$ cat config.mk
export PLATFORM = sky130hd
export DESIGN_NAME = lut_function_unit
export DESIGN_NICKNAME = d
export VERILOG_FILES = /design/src/rtl/lut_pkg.sv /design/src/rtl/lut_cfg_loader.sv /design/src/rtl/lut_function_unit.sv
export SDC_FILE = /design/constraint.sdc
export NUM_CORES = 1
export LEC_CHECK = 0
export ABC_AREA = 0
export CORE_ASPECT_RATIO = 0.7
export CORE_MARGIN = 2
export CORE_UTILIZATION = 45
export DETAILED_ROUTE_END_ITERATION = 10
export MAX_ROUTING_LAYER = met4
export RECOVER_POWER = 25
export SETUP_SLACK_MARGIN = 0.4
export SLEW_MARGIN = 40
export SYNTH_ARGS = -nofsm -noshare
export SYNTH_HDL_FRONTEND = slang
export SYNTH_SLANG_ARGS = --single-unit
$ cat constraint.sdc
create_clock -name clk -period 1.9 [get_ports clk]
set_input_delay 0.38 -clock clk [delete_from_list [all_inputs] [get_ports clk]]
set_output_delay 0.38 -clock clk [all_outputs]
set_load 0.02 [all_outputs]
$ cat src/rtl/lut_pkg.sv
// Shared definitions for the programmable LUT function unit: loader states,
// table sizing and the default prime-minterm table.
package lut_pkg;

    typedef enum logic [1:0] {
        IDLE   = 2'd0,
        LOAD   = 2'd1,
        COMMIT = 2'd2
    } cfg_state_t;

    // Truth-table width for an n-input function (one bit per minterm).
    function automatic int table_width(input int n_in);
        return 1 << n_in;
    endfunction

    // Minterms 2,3,5,7,11,13 of a 4-input function.
    localparam logic [15:0] DEFAULT_TABLE_4 = 16'h28AC;

endpackage

$ cat src/rtl/lut_cfg_loader.sv
// Serial truth-table loader: collects TABLE_W bits MSB-first into a shadow
// register and strobes commit once a complete table has been received.
module lut_cfg_loader
    import lut_pkg::*;
#(
    parameter int N_IN    = 4,
    parameter int TABLE_W = table_width(N_IN)
) (
    input  logic               clk,
    input  logic               rst_n,
    input  logic               cfg_start,
    input  logic               cfg_bit_valid,
    input  logic               cfg_bit,
    output logic [TABLE_W-1:0] shadow_table,
    output logic               commit,
    output logic               cfg_busy,
    output logic               cfg_done
);

    // One extra bit so the count reaches TABLE_W without wrapping.
    localparam int CNT_W = N_IN + 1;

    cfg_state_t         state_reg;
    logic [TABLE_W-1:0] shadow_reg;
    logic [CNT_W-1:0]   count_reg;
    logic               busy_reg;
    logic               done_reg;

    always_ff @(posedge clk or negedge rst_n) begin
        if (!rst_n) begin
            state_reg  <= IDLE;
            shadow_reg <= '0;
            count_reg  <= '0;
            busy_reg   <= 1'b0;
            done_reg   <= 1'b0;
        end else begin
            done_reg <= 1'b0;
            case (state_reg)
                IDLE: begin
                    if (cfg_start) begin
                        state_reg  <= LOAD;
                        busy_reg   <= 1'b1;
                        count_reg  <= '0;
                        shadow_reg <= '0;
                    end
                end
                LOAD: begin
                    // A restart takes priority; any bit offered alongside it is dropped.
                    if (cfg_start) begin
                        count_reg  <= '0;
                        shadow_reg <= '0;
                    end else if (cfg_bit_valid) begin
                        shadow_reg <= {shadow_reg[TABLE_W-2:0], cfg_bit};
                        count_reg  <= count_reg + 1'b1;
                        if (count_reg == CNT_W'(TABLE_W - 1)) begin
                            state_reg <= COMMIT;
                            busy_reg  <= 1'b0;
                            done_reg  <= 1'b1;
                        end
                    end
                end
                COMMIT: begin
                    state_reg <= IDLE;
                end
                default: begin
                    state_reg <= IDLE;
                    busy_reg  <= 1'b0;
                end
            endcase
        end
    end

    assign shadow_table = shadow_reg;
    assign commit       = done_reg;
    assign cfg_busy     = busy_reg;
    assign cfg_done     = done_reg;

endmodule

$ cat src/rtl/lut_function_unit.sv
// Run-time programmable N-input Boolean function: registered table lookup
// with an atomically swapped truth table fed by the serial loader.
module lut_function_unit
    import lut_pkg::*;
#(
    parameter int                            N_IN       = 4,
    parameter logic [table_width(N_IN)-1:0]  INIT_TABLE = DEFAULT_TABLE_4
) (
    input  logic            clk,
    input  logic            rst_n,
    input  logic            in_valid,
    input  logic [N_IN-1:0] in_vec,
    output logic            f,
    output logic            out_valid,
    input  logic            cfg_start,
    input  logic            cfg_bit_valid,
    input  logic            cfg_bit,
    output logic            cfg_busy,
    output logic            cfg_done
);

    localparam int TABLE_W = table_width(N_IN);

    logic [TABLE_W-1:0] shadow_table;
    logic               commit;
    logic [TABLE_W-1:0] table_reg;
    logic               f_reg;
    logic               out_valid_reg;

    lut_cfg_loader #(
        .N_IN    (N_IN),
        .TABLE_W (TABLE_W)
    ) u_loader (
        .clk           (clk),
        .rst_n         (rst_n),
        .cfg_start     (cfg_start),
        .cfg_bit_valid (cfg_bit_valid),
        .cfg_bit       (cfg_bit),
        .shadow_table  (shadow_table),
        .commit        (commit),
        .cfg_busy      (cfg_busy),
        .cfg_done      (cfg_done)
    );

    // The lookup below reads table_reg before this edge's update, so a
    // request in the commit cycle still sees the old function.
    always_ff @(posedge clk or negedge rst_n) begin
        if (!rst_n) begin
            table_reg <= INIT_TABLE;
        end else if (commit) begin
            table_reg <= shadow_table;
        end
    end

    always_ff @(posedge clk or negedge rst_n) begin
        if (!rst_n) begin
            f_reg         <= 1'b0;
            out_valid_reg <= 1'b0;
        end else begin
            out_valid_reg <= in_valid;
            if (in_valid) begin
                f_reg <= table_reg[in_vec];
            end
        end
    end

    assign f         = f_reg;
    assign out_valid = out_valid_reg;

endmodule

==> out/results.txt <==
The endpoint of the most critical register-to-register path is f$_DFFE_PN0P_. Met1 track demand over resource in global routing: 0.2440. The critical path in this run is classified as in -> reg. In this run the worst path has a maximum fanout of 3.

The mapped netlist covers 1839 um2. The logs give 0.2429 for the global routing usage on met2 and 0.7796 for the last weighted congestion value of the routability-driven placer. Entering global routing, the biggest net connects 24 pins. TritonCTS built the clock tree. The placed instances occupy a cell area of 2100 um2. The vertical die dimension works out to 57.49 um. The tools report the category of the worst setup path launch point as an input port.

The longest clock path from root to sink contains 2 buffers. Remaining antenna violation count after routing: 0. The count of boundary I/O pins came out at 14. Sink count of the clock tree: 43.

Setup slack on the worst reg-to-reg path comes out at 0.41 ns. The total power density per cell area came out at 731.3 nW/um2. The run gives 165 as the post-synth net total.

The number of nets at the end of the flow is 188. In the layout the commonest cells are 37 x sky130_fd_sc_hd__dfrtp_1, 35 x sky130_fd_sc_hd__nand2_1, 17 x sky130_fd_sc_hd__nand3_1. The worst register-to-register path has a depth of 4. Hold is met by 0.3174 ns.

Fraction of final layout cells with drive strength greater than 1: 0.2655. The tools report the number of placed instances with taps included as 220. The via density per instance is 5.275, and the required time of the critical path is 2.07 ns. Summing all non-filler instances in the final layout gives an area of 2185 um2. The tools report the initial antenna violation count as 0. Synthesis inferred 43 register bits. The worst register-to-register path begins at table_reg[4]$_DFFE_PN0P_. The tools report the maximum resistive drop on vdd as 0.4596 mV. For the global-route track usage on met3, the log shows 0.04747.

The worst path in the final design needs a cycle of 1.518 ns, including I/O delays and setup. The layer flagged by global routing as most heavily used is met1. In the synthesized netlist, the number of instances is 153. The class of the worst hold path is in -> async. Filler-free cell count of the finished design: 229. The first routing iteration left 108 violations.

The cell chosen for the clock root was sky130_fd_sc_hd__clkbuf_8. The run finished with clean final reports. After floorplanning, the core was divided into 19 placement rows. The number of global-route vias before repair is 1,216, and the clock tree skew after final layout is 0.01174 ns.

The number of different library cells in the post-synthesis netlist is 27, and the number of filler instances in the final layout is 367. The logs give 0 for the DRC violation count after routing and 3.372 mm for the total detailed-routing wirelength. STA puts the critical path data arrival time at 1.69 ns. The number of antenna diodes in the final layout is 0.

The number of maximum-capacitance violations is 0, and the slew at the pin closest to its max-slew limit is 1.210 ns. Later-pin clock latency in the skew report: 0.29 ns. Setup repair after global routing could not meet its margin everywhere. The core region is 3923 um2. The count of buffers added on input and output ports is 13.

The start point of the critical path was in_vec[0]. The tools report the sum of overflow across all layers after global routing as 0. Count of TritonRoute iterations in the first routing pass: 4. The run gives 0.4689 as the effective utilization at floorplan. The worst setup path is captured at a flop.

The area added between synthesis and finish is 18.78%, and the area of the die is 4623 um2. The first global-routing pass estimated 5.816 mm of wire. Post-cts hold buffer count: 0. The sequential fraction of the synthesis area is 0.5891, and the sequential cell area is 1084 um2. The combined area of the multi-input logic cells was 724.4 um2; the final count of negative-setup-slack endpoints was 0.

The horizontal extent of the die works out to 80.41 um. The library cell used most frequently in the layout, excluding fill and tap cells, is sky130_fd_sc_hd__dfrtp_1. After detailed routing, the average wire length per cell comes to 14.72 um.

Static timing analysis puts the maximum clock frequency at 658.8 MHz. The synthesized area per cell is 12.02 um2. The relative slew slack was 0.1932. The count of final max-slew check failures was 0; the leakage power total was 0.001087 uW. The tools report the number of buffers created by CTS as 5. The clock tree synthesis step divided the H-tree into 2 levels.

Detailed placement finished with a half-perimeter wire length of 2.341 mm. Detailed routing inserted a total of 1,208 vias. The global router's overall resource usage came out at 0.1761. The tools report the final hold violation count as 0. The total of warnings raised by yosys was 0. The post-route clock period utilization is 0.7989. The clock edge transition at the registers on the reported setup and hold paths came out at 0.08 ns.
report_power, final:
part           leakage [uW]  switching, uW  internal [uW]
logic              0.000485           61.1           47.8
clock network     0.0000385            295            260
registers          0.000563           8.02            925
total               0.00109            364           1230
timing repair:
item,4_1_cts,5_1_grt
setup buffers,0,1
endpoints found under the hold margin,0,0
pin swaps,0,0
endpoints found under the setup margin,23,16
resized for setup,9,9
how the worst max path moves through the flow:
stage | end | slack (ns) | cells after the start
global route | f$_DFFE_PN0P_ | 0.35 | 4
floorplan | f$_DFFE_PN0P_ | 0.43 | 4
global placement | f$_DFFE_PN0P_ | -0.16 | 5
finish | f$_DFFE_PN0P_ | 0.38 | 5
detailed placement | f$_DFFE_PN0P_ | -0.24 | 5
CTS | f$_DFFE_PN0P_ | 0.34 | 5
critical path, stage by stage:
cell and delay [ns]:
sky130_fd_sc_hd__clkdlybuf4s15_1 0.26, sky130_fd_sc_hd__mux4_2 0.53, sky130_fd_sc_hd__mux2i_1 0.17, sky130_fd_sc_hd__mux2i_1 0.09, sky130_fd_sc_hd__mux2_4 0.26
kinds of logic after synthesis:
| kind of cell | after synthesis | synth area share |
|---|---|---|
| compound gates | 11 | 0.03606 |
| fa+ha+maj | 2 | 0.01360 |
| buf+inv | 9 | 0.01905 |
| flops | 43 | 0.5891 |
| mux | 24 | 0.1796 |
| simple gates | 64 | 0.1626 |
stage by stage:
step | setup slack (ns) | util | TNS (ns) | total power [uW]
after global routing | 0.3492 | 0.5569 | 0 | 1679
final | 0.3821 | 0.5569 | 0 | 1598
after detailed placement | -0.2424 | 0.5352 | -0.2593 | 1059
after global placement | -0.1613 | 0.5352 | -0.1613 | 1056
after CTS | 0.3366 | 0.5585 | 0 | 1617
after floorplan | 0.4303 | - | 0 | 985.6
cell type report:
class                           count  area share
Clock buffer                        7     0.03494
Clock inverter                      1    0.003436
Inverter                            2    0.003436
Multi-Input combinational cell    101      0.3316
Sequential cell                    43      0.4960
Tap cell                           52     0.02978
Timing Repair Buffer               23      0.1008
metal layers:
| metal | vias up | share of wire |
|---|---|---|
| met5 | - | 0 |
| met4 | 0 | 0.014 |
| met3 | 4 | 0.036 |
| met2 | 24 | 0.43 |
| met1 | 605 | 0.52 |
| li1 | 575 | - |
cells in the mapped netlist:
cell	n	share of area
sky130_fd_sc_hd__dfrtp_1	37	0.50
sky130_fd_sc_hd__nand2_1	35	0.071
sky130_fd_sc_hd__nand3_1	17	0.046
sky130_fd_sc_hd__mux2_2	16	0.098
sky130_fd_sc_hd__clkbuf_1	6	0.012
sky130_fd_sc_hd__dfstp_2	6	0.086
sky130_fd_sc_hd__mux4_1	4	0.057
sky130_fd_sc_hd__o21ai_0	4	0.011
sky130_fd_sc_hd__a21oi_1	3	0.0082
sky130_fd_sc_hd__and3_1	3	0.010
sky130_fd_sc_hd__mux2i_1	3	0.016
sky130_fd_sc_hd__ha_1	2	0.014
sky130_fd_sc_hd__inv_1	2	0.0041
sky130_fd_sc_hd__nor2b_1	2	0.0068
sky130_fd_sc_hd__a21boi_0	1	0.0041
sky130_fd_sc_hd__a32o_1	1	0.0054
sky130_fd_sc_hd__buf_2	1	0.0027
sky130_fd_sc_hd__mux2_4	1	0.0082
sky130_fd_sc_hd__nand3b_1	1	0.0041
sky130_fd_sc_hd__nand4b_1	1	0.0048
sky130_fd_sc_hd__nand4bb_1	1	0.0061
sky130_fd_sc_hd__nor2_1	1	0.0020
sky130_fd_sc_hd__nor2_2	1	0.0034
sky130_fd_sc_hd__nor3b_1	1	0.0041
sky130_fd_sc_hd__o22ai_1	1	0.0034
sky130_fd_sc_hd__o31ai_1	1	0.0041
sky130_fd_sc_hd__or2_2	1	0.0034
No activity file was read; power rests on OpenSTA's default activity.
